===== config.mk =====
export PLATFORM = sky130hd
export DESIGN_NAME = mlp_layer_ctrl
export DESIGN_NICKNAME = d
export VERILOG_FILES = /design/src/rtl/mlp_pkg.sv /design/src/rtl/mlp_delay_line.sv /design/src/rtl/mlp_layer_ctrl.sv
export SDC_FILE = /design/constraint.sdc
export NUM_CORES = 1
export LEC_CHECK = 0
export BUFFER_PORTS_ARGS = -buffer_cell sky130_fd_sc_hd__buf_4
export CORE_UTILIZATION = 45
export CTS_CLUSTER_SIZE = 16
export DETAILED_ROUTE_END_ITERATION = 8
export HOLD_SLACK_MARGIN = 0.03
export PLACE_DENSITY = 0.78
export REMOVE_ABC_BUFFERS = 1
export SLEW_MARGIN = 25
export SYNTH_ARGS = -nofsm -noshare
export SYNTH_HDL_FRONTEND = slang
export SYNTH_SLANG_ARGS = --single-unit

===== constraint.sdc =====
create_clock -name clk -period 1.9 [get_ports clk]
set_input_delay 0.57 -clock clk [delete_from_list [all_inputs] [get_ports clk]]
set_output_delay 0.57 -clock clk [all_outputs]
set_load 0.05 [all_outputs]

===== src/rtl/mlp_pkg.sv =====
// Shared definitions for the MLP layer controller: state encoding and default sizing.
package mlp_pkg;

    localparam int MLP_INPUT_NODES = 24;
    localparam int MLP_ADDR_WIDTH  = 5;

    typedef enum logic [2:0] {
        LAYER_IDLE   = 3'd0,
        LAYER_CLEAR  = 3'd1,
        LAYER_STREAM = 3'd2,
        LAYER_DRAIN  = 3'd3,
        LAYER_VALID  = 3'd4
    } layer_state_t;

    // Plain-vector aliases of the enum for legacy-style state registers
    localparam logic [2:0] S_IDLE   = 3'(LAYER_IDLE);
    localparam logic [2:0] S_CLEAR  = 3'(LAYER_CLEAR);
    localparam logic [2:0] S_STREAM = 3'(LAYER_STREAM);
    localparam logic [2:0] S_DRAIN  = 3'(LAYER_DRAIN);
    localparam logic [2:0] S_VALID  = 3'(LAYER_VALID);

endpackage


===== src/rtl/mlp_delay_line.sv =====
// Fixed-depth shift register with async reset and synchronous flush.
module mlp_delay_line #(
    parameter int DEPTH = 1,
    parameter int WIDTH = 1
) (
    input  logic             clk,
    input  logic             reset,
    input  logic             flush,
    input  logic [WIDTH-1:0] din,
    output logic [WIDTH-1:0] dout
);

    logic [WIDTH-1:0] stages [DEPTH];

    // Shift one stage per cycle; flush empties every stage at once
    always_ff @(posedge clk or posedge reset) begin
        if (reset) begin
            for (int i = 0; i < DEPTH; i++) stages[i] <= '0;
        end else if (flush) begin
            for (int i = 0; i < DEPTH; i++) stages[i] <= '0;
        end else begin
            stages[0] <= din;
            for (int i = 1; i < DEPTH; i++) stages[i] <= stages[i-1];
        end
    end

    assign dout = stages[DEPTH-1];

endmodule


===== src/rtl/mlp_layer_ctrl.sv =====
// Sequencer for one fully-connected layer: clear PEs, stream weight rows,
// wait for the memory/PE pipelines to drain, then hand results downstream.
module mlp_layer_ctrl
    import mlp_pkg::*;
#(
    parameter int INPUT_NODES = MLP_INPUT_NODES,
    parameter int ADDR_WIDTH  = MLP_ADDR_WIDTH,
    parameter int WMEM_LAT    = 1,
    parameter int PE_LATENCY  = 2
) (
    input  logic                  clk,
    input  logic                  reset,
    input  logic                  start,
    input  logic [ADDR_WIDTH:0]   num_inputs,
    input  logic                  abort,
    output logic                  start_ready,
    output logic                  busy,
    output logic                  pe_clear,
    output logic                  weight_rd_en,
    output logic [ADDR_WIDTH-1:0] weight_addr,
    output logic                  mac_en,
    output logic [ADDR_WIDTH-1:0] input_idx,
    output logic                  out_valid,
    input  logic                  out_ready,
    output logic                  done
);

    localparam int DRAIN_CYCLES = WMEM_LAT + PE_LATENCY;
    localparam int DRAIN_W      = $clog2(DRAIN_CYCLES + 1);
    localparam logic [DRAIN_W-1:0] DRAIN_LAST = DRAIN_W'(DRAIN_CYCLES - 1);
    localparam logic [ADDR_WIDTH:0] MAX_N     = (ADDR_WIDTH + 1)'(INPUT_NODES);

    logic [2:0]            state, state_next;
    logic [ADDR_WIDTH:0]   n_reg, n_next;
    logic [ADDR_WIDTH:0]   cnt, cnt_next, cnt_inc;
    logic [DRAIN_W-1:0]    drain_cnt, drain_next;
    logic                  abort_hit;
    logic                  done_next;

    // Next-state decode; counters idle at zero so weight_addr is 0 outside STREAM
    always_comb begin
        state_next = state;
        n_next     = n_reg;
        cnt_next   = '0;
        drain_next = '0;
        done_next  = 1'b0;
        cnt_inc    = cnt + 1'b1;
        abort_hit  = abort && (state != S_IDLE);

        case (state)
            S_IDLE: begin
                if (start) begin
                    state_next = S_CLEAR;
                    n_next     = (num_inputs > MAX_N) ? MAX_N : num_inputs;
                end
            end
            S_CLEAR: begin
                state_next = (n_reg != '0) ? S_STREAM : S_DRAIN;
            end
            S_STREAM: begin
                // Compare against N rather than wrap so the count can never overflow
                if (cnt_inc >= n_reg) state_next = S_DRAIN;
                else                  cnt_next   = cnt_inc;
            end
            S_DRAIN: begin
                if (drain_cnt == DRAIN_LAST) state_next = S_VALID;
                else                         drain_next = drain_cnt + 1'b1;
            end
            S_VALID: begin
                if (out_ready) begin
                    state_next = S_IDLE;
                    done_next  = 1'b1;
                end
            end
            default: state_next = S_IDLE;
        endcase

        // Abort overrides everything, including a simultaneous handshake
        if (abort_hit) begin
            state_next = S_IDLE;
            cnt_next   = '0;
            drain_next = '0;
            done_next  = 1'b0;
        end
    end

    // State and counter registers
    always_ff @(posedge clk or posedge reset) begin
        if (reset) begin
            state     <= S_IDLE;
            n_reg     <= '0;
            cnt       <= '0;
            drain_cnt <= '0;
        end else begin
            state     <= state_next;
            n_reg     <= n_next;
            cnt       <= cnt_next;
            drain_cnt <= drain_next;
        end
    end

    // Registered status/strobe outputs decoded from the next state
    always_ff @(posedge clk or posedge reset) begin
        if (reset) begin
            start_ready  <= 1'b1;
            busy         <= 1'b0;
            pe_clear     <= 1'b0;
            weight_rd_en <= 1'b0;
            out_valid    <= 1'b0;
            done         <= 1'b0;
        end else begin
            start_ready  <= (state_next == S_IDLE);
            busy         <= (state_next != S_IDLE);
            pe_clear     <= (state_next == S_CLEAR);
            weight_rd_en <= (state_next == S_STREAM);
            out_valid    <= (state_next == S_VALID);
            done         <= done_next;
        end
    end

    assign weight_addr = cnt[ADDR_WIDTH-1:0];

    // Align mac_en/input_idx with weight data returning from memory
    mlp_delay_line #(
        .DEPTH (WMEM_LAT),
        .WIDTH (ADDR_WIDTH + 1)
    ) u_align (
        .clk   (clk),
        .reset (reset),
        .flush (abort_hit),
        .din   ({weight_rd_en, weight_addr}),
        .dout  ({mac_en, input_idx})
    );

endmodule


==> results.toml <==
[run_status]
status = "finished, violations left"
violations = "design-rule violations"

[logic_synthesis]
synth_area_per_cell_sq_um = 11.23
synth_area_sq_um = 1359
async_flop_share_pct = 100.0
ys_warn_count = 0
synth_edf_count = 0
syn_inst = 121
synth_flop_cell = "dfrtp_1"
ys_seq_elements = 29
synth.distinct_cells = 39
seq_area_frac_synth_pct = 53.50

[pwr]
power.share.switching_pct = 37.12
combPwrFrac_pct = 35.3
p_int_mw = 1.226
power.share.clock_pct = 21.6
power_switching_mw = 0.7238
cellPowerDensity_nw_per_um2 = 1137
p_leak_nw = 0.8673
ir_drop_mv = 0.5597
power_frac_seq_pct = 43.1

[setup_path]
crit_arrival_ns = 2.14
worstReg2RegEnd = "cnt[5]$_DFF_PP0_"
crit_fanout = 6
crit_family = "simple AND/OR/NAND/NOR gates"
r2r_start = "cnt[1]$_DFF_PP0_"
slowest_delay_ns = 0.39
end_kind = "flop"
critPathBufInv = 1
path_cells = "and3_4 -> nand3_4 -> xnor2_2 -> ha_1 -> a21oi_2 -> o21a_1 -> o211ai_1 -> buf_4 -> nor2b_1"
regToRegSetupSlack_ns = 0.004
cp-start-kind = "flop"
crit_type = "reg -> reg"
cp_slowest_cell = "dfrtp_1"
r2r_cells = 9
cp_data_required_time_ns = 2.14

[grt]
grt_pass1_wl_mm = 3.691
grt_pass1_vias = 881
overflow = 0
antenna_found_initial = 0
grt_usage_pct = 15.38
grt_start_max_net_pins = 30

[clocking]
root_buffer = "clkbuf_4"
clock_latency_ns = 0.31
clock_sinks = 29
cts_tree = "yes"
ctsHtreeMaxLevel = 2
clock_path_buffers = 2
path_clk_slew_ns = 0.09
hold_buffers = 0
cts_buffers = 5

[timing]
max_slew_margin_pct = 59.78
tightest_slew_ns = 0.5982
rsz0062_at_grt = "true"
finalMaxSlewViolations = 0
max_freq_ghz = 0.5274
fin_crit_sh_pct = 99.80
setup_viol = 0
fin_skew_ns = 0.006807
hold_viol_final = 0
fin_crit_ns = 1.896

[placement]
port_buffers = 27
placed_cell_area_sq_um = 1567
dp_hpwl_mm = 1.720
gp_congestion = 0.7541
dp_cells = 174

[layout]
diodes = 0
n_fill_cell = 236
layout.cells.non_filler = 186
areaGrowthSynthToFinish_pct = 26.24
finish.utilization_pct = 61.15
design_area_sq_um = 1715
layout-drive-gt1-share_pct = 37.42
final-seq-area_sq_um = 726.9
multi_input_area_sq_um = 586.8
nNetsFinal = 172

[floorplanning]
fp.dieH_microns = 56.95
ios = 28
initial_utilization_pct = 48.44
rows = 19
dieArea_sq_um = 3243
coreArea_sq_um = 2805
die_w_microns = 56.95

[routing]
postRouteAntennaNets = 0
drt_wl_total_mm = 2.393
drt_iter0_markers = 30
route.detailed.drc = 6
wire_per_inst_microns = 12.87
via_count = 942
routed_via_density = 5.065
first_pass_iters = 6

[worst_hold_path]
hold_class = "in -> async"

[job]
drv_cap = 0
per-stage QoR:
stage / hold slack [ns] / setup TNS (ns) / total power [mW] / worst slack [ns]
6_report: 0.3141 / 0 / 1.950 / 0.003728
5_1_grt: 0.3506 / -0.5067 / 2.064 / -0.08683
4_1_cts: 0.3112 / -0.04325 / 1.961 / -0.02192
3_5_place_dp: 0.4564 / -0.1051 / 1.526 / -0.03888
3_3_place_gp: 0.4448 / 0 / 1.505 / 0.01727
2_1_floorplan: 0.4287 / -1.748 / 1.328 / -0.2244
power groups by stage:
stage          logic, mW  clock network [mW]  registers [mW]
6_report           0.689               0.420           0.841
5_1_grt            0.744               0.464           0.855
4_1_cts            0.687               0.433           0.841
3_5_place_dp       0.674                   0           0.852
3_3_place_gp       0.662                   0           0.843
2_1_floorplan      0.313                   0            1.01
what timing repair did:
| item | 4_1_cts | 5_1_grt |
|---|---|---|
| resized for setup | 4 | 5 |
| buffers inserted | 2 | 2 |
| pin swaps | 4 | 5 |
| setup endpoints to repair | 8 | 8 |
cell usage in the layout, fill, tap and decap left out, drive strengths merged, types with 5 or more instances in the layout:
cell and n:
buf 34, dfrtp 28, inv 10, nor2 9
ha 7, clkbuf 7, and2 6, a21oi 6
o21ai 5, nor2b 5
worst max path at each step:
| stage | startpoint | cells past startpoint | endpoint |
|---|---|---|---|
| after floorplan | cnt[0]$_DFF_PP0_ | 8 | weight_rd_en$_DFF_PP0_ |
| after global placement | cnt[0]$_DFF_PP0_ | 8 | weight_rd_en$_DFF_PP0_ |
| after detailed placement | cnt[0]$_DFF_PP0_ | 8 | cnt[2]$_DFF_PP0_ |
| after CTS | cnt[1]$_DFF_PP0_ | 8 | cnt[2]$_DFF_PP0_ |
| after global routing | cnt[0]$_DFF_PP0_ | 9 | cnt[5]$_DFF_PP0_ |
| final | cnt[1]$_DFF_PP0_ | 9 | cnt[5]$_DFF_PP0_ |
kinds of logic (layout without fill, tap and decap cells):
| group | Yosys count | after routing | synth area share [%] |
|---|---|---|---|
| XOR/XNOR | 4 | 4 | 2.579 |
| AO/OA/AOI/OAI | 23 | 23 | 11.97 |
| flip-flops | 29 | 29 | 53.50 |
| buffers and inverters | 18 | 52 | 6.907 |
| AND/OR/NAND/NOR | 40 | 40 | 18.60 |
| adder cells (fa/ha/maj) | 7 | 7 | 6.445 |
cell usage after synthesis, types with 2 or more instances:
master	number	area share, %
dfrtp_1	28	52
inv_1	10	2.8
nor2_1	9	2.5
ha_1	7	6.4
a21oi_1	6	2.2
and2_1	6	2.8
buf_4	5	2.8
nor2b_1	5	2.3
o21ai_0	5	1.8
a22o_1	3	1.9
nand2b_1	3	1.4
nand3_1	3	1.1
clkbuf_1	2	0.55
nand2_1	2	0.55
xnor2_1	2	1.3
xor2_1	2	1.3
worst min-delay path, cell delays in order:
cell,delay [ns]
buf_4,0.11
inv_1,0.04
buf_4,0.32
layout make-up:
| cell class | instances | share of cell area, % |
|---|---|---|
| Clock buffer | 7 | 3.793 |
| Clock inverter | 1 | 0.2918 |
| Inverter | 10 | 2.188 |
| Multi-Input combinational cell | 74 | 34.21 |
| Sequential cell | 29 | 42.38 |
| Tap cell | 31 | 2.261 |
| Timing Repair Buffer | 34 | 14.88 |
per-layer routing:
layer  routed length [microns]  vias to the layer above  GRT usage (%)
met5                         0                        -              0
met4                        40                        0          9.756
met3                       121                        4          5.215
met2                      1142                       28          24.03
met1                      1088                      434          18.26
li1                          -                      476              -
Note: power is estimated with default switching activity, not from simulation.
